**src/rtl/i2c_pkg.sv**
```systemverilog
// rtl/i2c_pkg.sv - shared state encodings and register map for i2c_gain_master
// Read-path states exist only when I2C_GAIN_MASTER_READ_EN is defined.
package i2c_pkg;

  localparam logic [7:0] REG_KP = 8'h00;
  localparam logic [7:0] REG_KI = 8'h01;
  localparam logic [7:0] REG_KD = 8'h02;

  localparam logic [6:0] DEFAULT_DEV_ADDR = 7'b0110011;

  typedef enum logic [3:0] {
    IDLE,
    START,
    DEV_ADDR,
    ADDR_ACK,
    REG_ADDR,
    REG_ACK,
    WRITE,
    WRITE_ACK,
`ifdef I2C_GAIN_MASTER_READ_EN
    RSTART,
    DEV_ADDR_RD,
    ADDR_RD_ACK,
    READ,
    READ_NACK,
`endif
    STOP
  } state_t;

endpackage

```
**src/rtl/i2c_quarter_tick.sv**
```systemverilog
// rtl/i2c_quarter_tick.sv - one-cycle pulse every CLK_DIV clocks while en is high
module i2c_quarter_tick #(
  parameter int unsigned CLK_DIV = 8
) (
  input  logic clk,
  input  logic rst,
  input  logic en,
  output logic tick
);

  logic [7:0] cnt;

  assign tick = en && (cnt == 8'(CLK_DIV - 1));

  always_ff @(posedge clk or posedge rst) begin
    if (rst) begin
      cnt <= '0;
    end else if (!en || tick) begin
      cnt <= '0;
    end else begin
      cnt <= cnt + 8'd1;
    end
  end

endmodule

```
**src/rtl/i2c_gain_master.sv**
```systemverilog
// rtl/i2c_gain_master.sv - single-master I2C writer/reader for the K_p/K_i/K_d gain registers
// Read transactions are built only when I2C_GAIN_MASTER_READ_EN is defined.
module i2c_gain_master
  import i2c_pkg::*;
#(
  parameter int unsigned CLK_DIV        = 8,
  parameter logic [6:0]  DEVICE_ADDRESS = DEFAULT_DEV_ADDR
) (
  input  logic       clk,
  input  logic       rst,
  input  logic       start,
  input  logic       rw,
  input  logic [7:0] reg_addr,
  input  logic [7:0] wr_data,
  input  logic       sda_in,
  output logic       scl_out,
  output logic       sda_oe,
  output logic       busy,
  output logic       done,
  output logic       nack,
  output logic [7:0] rd_data
);

  state_t     state, state_n;
  logic [1:0] quarter, quarter_n;
  logic [2:0] bit_cnt, bit_cnt_n;
  logic [7:0] shift, shift_n;
  logic [7:0] reg_q, reg_n;
  logic [7:0] data_q, data_n;
  logic       busy_n, done_n, nack_r, nack_n;
  logic       tick, last_bit, ack_slot;

`ifdef I2C_GAIN_MASTER_READ_EN
  logic       rw_q, rw_n;
  logic [7:0] rx, rx_n;
  logic [7:0] rd_q, rd_n;
  assign rd_data = rd_q;
`else
  logic unused_rw;
  assign unused_rw = rw;
  assign rd_data   = 8'h00;
`endif

  i2c_quarter_tick #(.CLK_DIV(CLK_DIV)) u_tick (
    .clk  (clk),
    .rst  (rst),
    .en   (busy),
    .tick (tick)
  );

  assign nack     = nack_r;
  assign last_bit = (bit_cnt == 3'd7);

  always_comb begin
    ack_slot = 1'b0;
    case (state)
      ADDR_ACK, REG_ACK, WRITE_ACK: ack_slot = 1'b1;
`ifdef I2C_GAIN_MASTER_READ_EN
      ADDR_RD_ACK:                  ack_slot = 1'b1;
`endif
      default:                      ack_slot = 1'b0;
    endcase
  end

  always_comb begin
    state_n   = state;
    quarter_n = quarter;
    bit_cnt_n = bit_cnt;
    shift_n   = shift;
    reg_n     = reg_q;
    data_n    = data_q;
    busy_n    = busy;
    done_n    = 1'b0;
    nack_n    = nack_r;
`ifdef I2C_GAIN_MASTER_READ_EN
    rw_n      = rw_q;
    rx_n      = rx;
    rd_n      = rd_q;
`endif
    if (state == IDLE) begin
      if (start) begin
        state_n   = START;
        quarter_n = 2'd0;
        bit_cnt_n = 3'd0;
        reg_n     = reg_addr;
        data_n    = wr_data;
        busy_n    = 1'b1;
        nack_n    = 1'b0;
`ifdef I2C_GAIN_MASTER_READ_EN
        rw_n      = rw;
`endif
      end
    end else if (tick) begin
      quarter_n = quarter + 2'd1;
      if (quarter == 2'd2) begin
        if (ack_slot && sda_in) nack_n = 1'b1;
`ifdef I2C_GAIN_MASTER_READ_EN
        if (state == READ) rx_n = {rx[6:0], sda_in};
`endif
      end
      if (quarter == 2'd3) begin
        case (state)
          START: begin
            state_n = DEV_ADDR;
            shift_n = {DEVICE_ADDRESS, 1'b0};
          end
          DEV_ADDR, REG_ADDR, WRITE: begin
            if (last_bit) begin
              bit_cnt_n = 3'd0;
              state_n   = (state == DEV_ADDR) ? ADDR_ACK :
                          (state == REG_ADDR) ? REG_ACK : WRITE_ACK;
            end else begin
              bit_cnt_n = bit_cnt + 3'd1;
              shift_n   = {shift[6:0], 1'b0};
            end
          end
          ADDR_ACK: begin
            state_n = nack_r ? STOP : REG_ADDR;
            shift_n = reg_q;
          end
          REG_ACK: begin
`ifdef I2C_GAIN_MASTER_READ_EN
            state_n = nack_r ? STOP : (rw_q ? RSTART : WRITE);
`else
            state_n = nack_r ? STOP : WRITE;
`endif
            shift_n = data_q;
          end
          WRITE_ACK: state_n = STOP;
`ifdef I2C_GAIN_MASTER_READ_EN
          RSTART: begin
            state_n = DEV_ADDR_RD;
            shift_n = {DEVICE_ADDRESS, 1'b1};
          end
          DEV_ADDR_RD, READ: begin
            if (last_bit) begin
              bit_cnt_n = 3'd0;
              state_n   = (state == DEV_ADDR_RD) ? ADDR_RD_ACK : READ_NACK;
            end else begin
              bit_cnt_n = bit_cnt + 3'd1;
              shift_n   = {shift[6:0], 1'b0};
            end
          end
          ADDR_RD_ACK: state_n = nack_r ? STOP : READ;
          READ_NACK: begin
            state_n = STOP;
            rd_n    = rx;
          end
`endif
          STOP: begin
            state_n = IDLE;
            busy_n  = 1'b0;
            done_n  = 1'b1;
          end
          default: begin
            state_n = IDLE;
            busy_n  = 1'b0;
          end
        endcase
      end
    end
  end

  // Bus levels are decoded straight from state/quarter so reset releases them at once.
  always_comb begin
    scl_out = 1'b1;
    sda_oe  = 1'b0;
    case (state)
      IDLE: begin
        scl_out = 1'b1;
        sda_oe  = 1'b0;
      end
      START: begin
        scl_out = (quarter != 2'd3);
        sda_oe  = quarter[1];
      end
      STOP: begin
        scl_out = (quarter != 2'd0);
        sda_oe  = (quarter != 2'd3);
      end
      DEV_ADDR, REG_ADDR, WRITE: begin
        scl_out = (quarter == 2'd1) || (quarter == 2'd2);
        sda_oe  = ~shift[7];
      end
`ifdef I2C_GAIN_MASTER_READ_EN
      RSTART: begin
        scl_out = (quarter == 2'd1) || (quarter == 2'd2);
        sda_oe  = quarter[1];
      end
      DEV_ADDR_RD: begin
        scl_out = (quarter == 2'd1) || (quarter == 2'd2);
        sda_oe  = ~shift[7];
      end
`endif
      default: begin
        scl_out = (quarter == 2'd1) || (quarter == 2'd2);
        sda_oe  = 1'b0;
      end
    endcase
  end

  always_ff @(posedge clk or posedge rst) begin
    if (rst) begin
      state   <= IDLE;
      quarter <= 2'd0;
      bit_cnt <= 3'd0;
      shift   <= 8'h00;
      reg_q   <= 8'h00;
      data_q  <= 8'h00;
      busy    <= 1'b0;
      done    <= 1'b0;
      nack_r  <= 1'b0;
`ifdef I2C_GAIN_MASTER_READ_EN
      rw_q    <= 1'b0;
      rx      <= 8'h00;
      rd_q    <= 8'h00;
`endif
    end else begin
      state   <= state_n;
      quarter <= quarter_n;
      bit_cnt <= bit_cnt_n;
      shift   <= shift_n;
      reg_q   <= reg_n;
      data_q  <= data_n;
      busy    <= busy_n;
      done    <= done_n;
      nack_r  <= nack_n;
`ifdef I2C_GAIN_MASTER_READ_EN
      rw_q    <= rw_n;
      rx      <= rx_n;
      rd_q    <= rd_n;
`endif
    end
  end

endmodule
```
**config.mk**
```make
export PLATFORM = sky130hd
export DESIGN_NAME = i2c_gain_master
export DESIGN_NICKNAME = d
export VERILOG_FILES = /design/src/rtl/i2c_pkg.sv /design/src/rtl/i2c_quarter_tick.sv /design/src/rtl/i2c_gain_master.sv
export SDC_FILE = /design/constraint.sdc
export NUM_CORES = 1
export LEC_CHECK = 0
export CAP_MARGIN = 15
export CORE_MARGIN = 2
export CORE_UTILIZATION = 54
export DETAILED_ROUTE_END_ITERATION = 10
export PLACE_DENSITY = 0.85
export SETUP_SLACK_MARGIN = 0.4
export SLEW_MARGIN = 0
export SYNTH_ARGS = -nofsm -noshare
export SYNTH_HDL_FRONTEND = slang
export SYNTH_SLANG_ARGS = --single-unit
```
**constraint.sdc**
```tcl
create_clock -name clk -period 2.3 [get_ports clk]
set_input_delay 0.46 -clock clk [delete_from_list [all_inputs] [get_ports clk]]
set_output_delay 0.46 -clock clk [all_outputs]
set_load 0.02 [all_outputs]
```
==> flow_summary.json <==
{
  "status": "finished, final reports clean",
  "ir_worst_vdd_v": 0.000605,
  "setup_tns_ns": 0,
  "yosys_warnings": 0,
  "drtPass1Iterations": 4,
  "synth-seq-area-share": 0.478,
  "dieArea_mm2": 0.00481,
  "cts_inserted_buffers": 5,
  "synth_area_mm2": 0.00230,
  "synth.largest_area_cell": "dfrtp_1",
  "cpPeakStageDelay_ns": 0.37,
  "fp.dieH_um": 69.3,
  "cts_tree": "done",
  "hold_viol_final": 0,
  "hold-worst-slack_ns": 0.467,
  "gp_congestion": 0.801,
  "overflow": 0,
  "crit_chain": "buf_6, nor2_4, nor3_1, a21oi_2, o32ai_4, buf_6",
  "initial_core_util": 0.568,
  "ys.flop_type": "dfrtp_1",
  "cp-end-kind": "output port",
  "fmax_mhz": 518,
  "power_uw": 1420,
  "yosys_register_bits": 44,
  "r2r_cells": 6,
  "p_per_area_mw_per_mm2": 489,
  "rsz0062_at_grt": "true",
  "num_vias": 1741,
  "reg2reg_slack_ns": 0.44,
  "drc": 0,
  "grt_max_degree": 35,
  "cts.sinks": 44,
  "r2r_start": "state[3]$_DFFE_PP0P_",
  "dpl_cell_area_mm2": 0.00266,
  "drv_cap": 0,
  "io_buffers": 24,
  "layout_commonest_cell": "dfrtp_1",
  "hold_class": "flip-flop to flip-flop",
  "dp_hpwl_mm": 3.10,
  "hold_start": "u_tick.cnt[0]$_DFF_PP0_",
  "boundaryPins": 34,
  "path_clk_slew_ns": 0.08,
  "ant_nets": 0,
  "drtIter0Drc": 124,
  "worstMarginPinSlew_ns": 0.658,
  "core_mm2": 0.00406,
  "synthArstFlopShare": 1.00,
  "clk_path_buf_depth": 2,
  "min_period_ns": 1.93,
  "critical_path_arrival_ns": 1.47,
  "grt_pass1_vias": 1616,
  "syn_inst": 219,
  "n_antenna_cell": 0,
  "min_to": "u_tick.cnt[0]$_DFF_PP0_",
  "die_w_um": 69.3,
  "synth.area.top_cells": "dfrtp_1 48%, mux2_2 12%, nand3_1 3.7%",
  "finalWirelength_mm": 4.62,
  "root_buffer": "clkbuf_8",
  "timing.slew.headroom": 0.560,
  "final_net_count": 289,
  "critPathSlowestCell": "dfrtp_1",
  "path_max_fanout": 10,
  "row_count": 23,
  "drive_gt1_frac": 0.316,
  "grtUsageTotal": 0.203,
  "path_class": "flip-flop to output port",
  "layout.cells.non_filler": 313,
  "synth-edff-count": 0,
  "wl_per_cell_um": 14.8,
  "antenna_found_initial": 0,
  "leakagePower_uw": 0.00131,
  "report.final.setup_viol": 0,
  "grt_first_pass_wirelength_mm": 7.70,
  "fin_area_mm2": 0.00291,
  "rr_endpoint": "shift[5]$_DFFE_PP0P_",
  "via_per_inst": 5.56,
  "syn2layout_area_growth_pct": 26.2,
  "synth_cell_types": 40,
  "critPathLaunchType": "flip-flop",
  "cpMostUsedCell": "buf_6",
  "synth_top_area_share": 0.478,
  "worstSkewPairLatency_ns": 0.30,
  "min_period_over_period": 0.839,
  "dpl.cell_count": 295,
  "finalClockSkew_ns": 0.00792,
  "holdPathStages": 1,
  "finalMaxSlewViolations": 0,
  "htree_levels": 2,
  "required_ns": 1.84,
  "syn_avg_cell_area_um2": 10.5,
  "layout_common_cells": "40 x dfrtp_1, 24 x mux2_2, 22 x buf_4, 21 x clkdlybuf4s50_1, 17 x nand3_1"
}
-- synthesized netlist by cell type (all sizes together) (3+ instances only) --
master / instances
a21oi: 8
a22oi: 8
and3: 3
buf: 11
clkbuf: 9
dfrtp: 44
ha: 6
inv: 4
mux2: 24
nand2: 16
nand3: 17
nand4: 3
nor2: 12
nor2b: 4
nor3: 6
o211ai: 4
o21ai: 13
o2bb2ai: 3
xor2: 4
-- cells by family (layout without fill, tap and decap cells) --
kind of cell	Yosys count	after routing	share of synthesized area
AO/OA/AOI/OAI	42	42	0.118
multiplexers	25	25	0.122
XOR/XNOR	6	6	0.0228
buffers and inverters	24	61	0.0532
other	1	8	0.00163
flip-flops	44	44	0.478
AND/OR/NAND/NOR	70	70	0.168
adder cells (fa/ha/maj)	7	7	0.0369
-- sequential cells by signal (all words and copies together) (netlist names) --
signal / cells
quarter: 2
nack: 1
reg_q: 8
state: 4
data_q: 8
busy: 1
u_tick.cnt: 8
shift: 8
bit_cnt: 3
done: 1
-- what timing repair did --
item | CTS | global route
hold buffers | 0 | 0
resized for setup | 20 | 13
setup buffers | 7 | 3
endpoints found under the hold margin | 0 | 0
endpoints found under the setup margin | 12 | 11
pin swaps | 3 | 4
-- worst max-delay path: cells and delay by family, from the launching register on --
kind / cells / cell delay (ns)
DFF: 1 / 0.37
AOI/OAI and AO/OA: 2 / 0.20
buffers and inverters: 2 / 0.29
and+or+nand+nor: 2 / 0.31
-- area by class of cell --
type                    instances  area [um^2]
clock inverters                 3         42.5
repair buffers                 49          440
inverters                       4         15.0
clock buffers                   5         68.8
fillers                       298         1150
multi-input cells             158         1170
well taps                      50         62.6
flip-flops and latches         44         1110
-- power by group --
group | leakage (uW) | total (uW) | internal (uW) | switching [uW]
Combinational | 0.000694 | 60.6 | 30.4 | 30.1
Clock | 0.0000541 | 587 | 321 | 266
Sequential | 0.000565 | 773 | 773 | 0
-- routing by layer --
layer	vias to the layer above	track usage	part of all wire
met5	-	0	0
met3	6	0.0480	0.033
met1	841	0.287	0.45
li1	855	-	-
met4	0	0.0654	0.015
met2	39	0.311	0.50
-- metrics by stage --
| step | worst slack, ns | utilization |
|---|---|---|
| 4_1_cts | 0.356 | 0.703 |
| 2_1_floorplan | 0.406 | - |
| 3_5_place_dp | 0.105 | 0.656 |
| 5_1_grt | 0.313 | 0.717 |
| 6_report | 0.371 | 0.717 |
| 3_3_place_gp | 0.122 | 0.656 |
-- how the worst max path moves through the flow --
| stage | startpoint | end | slack, ns | cells after the start |
|---|---|---|---|---|
| final | state[2]$_DFFE_PP0P_ | sda_oe | 0.37 | 6 |
| after global routing | state[1]$_DFFE_PP0P_ | sda_oe | 0.31 | 6 |
| after CTS | state[2]$_DFFE_PP0P_ | sda_oe | 0.36 | 6 |
| after detailed placement | state[1]$_DFFE_PP0P_ | sda_oe | 0.11 | 5 |
| after global placement | state[1]$_DFFE_PP0P_ | sda_oe | 0.12 | 5 |
| after floorplan | bit_cnt[0]$_DFFE_PP0P_ | shift[0]$_DFFE_PP0P_ | 0.41 | 6 |
Power figures use the tool's default switching activity.
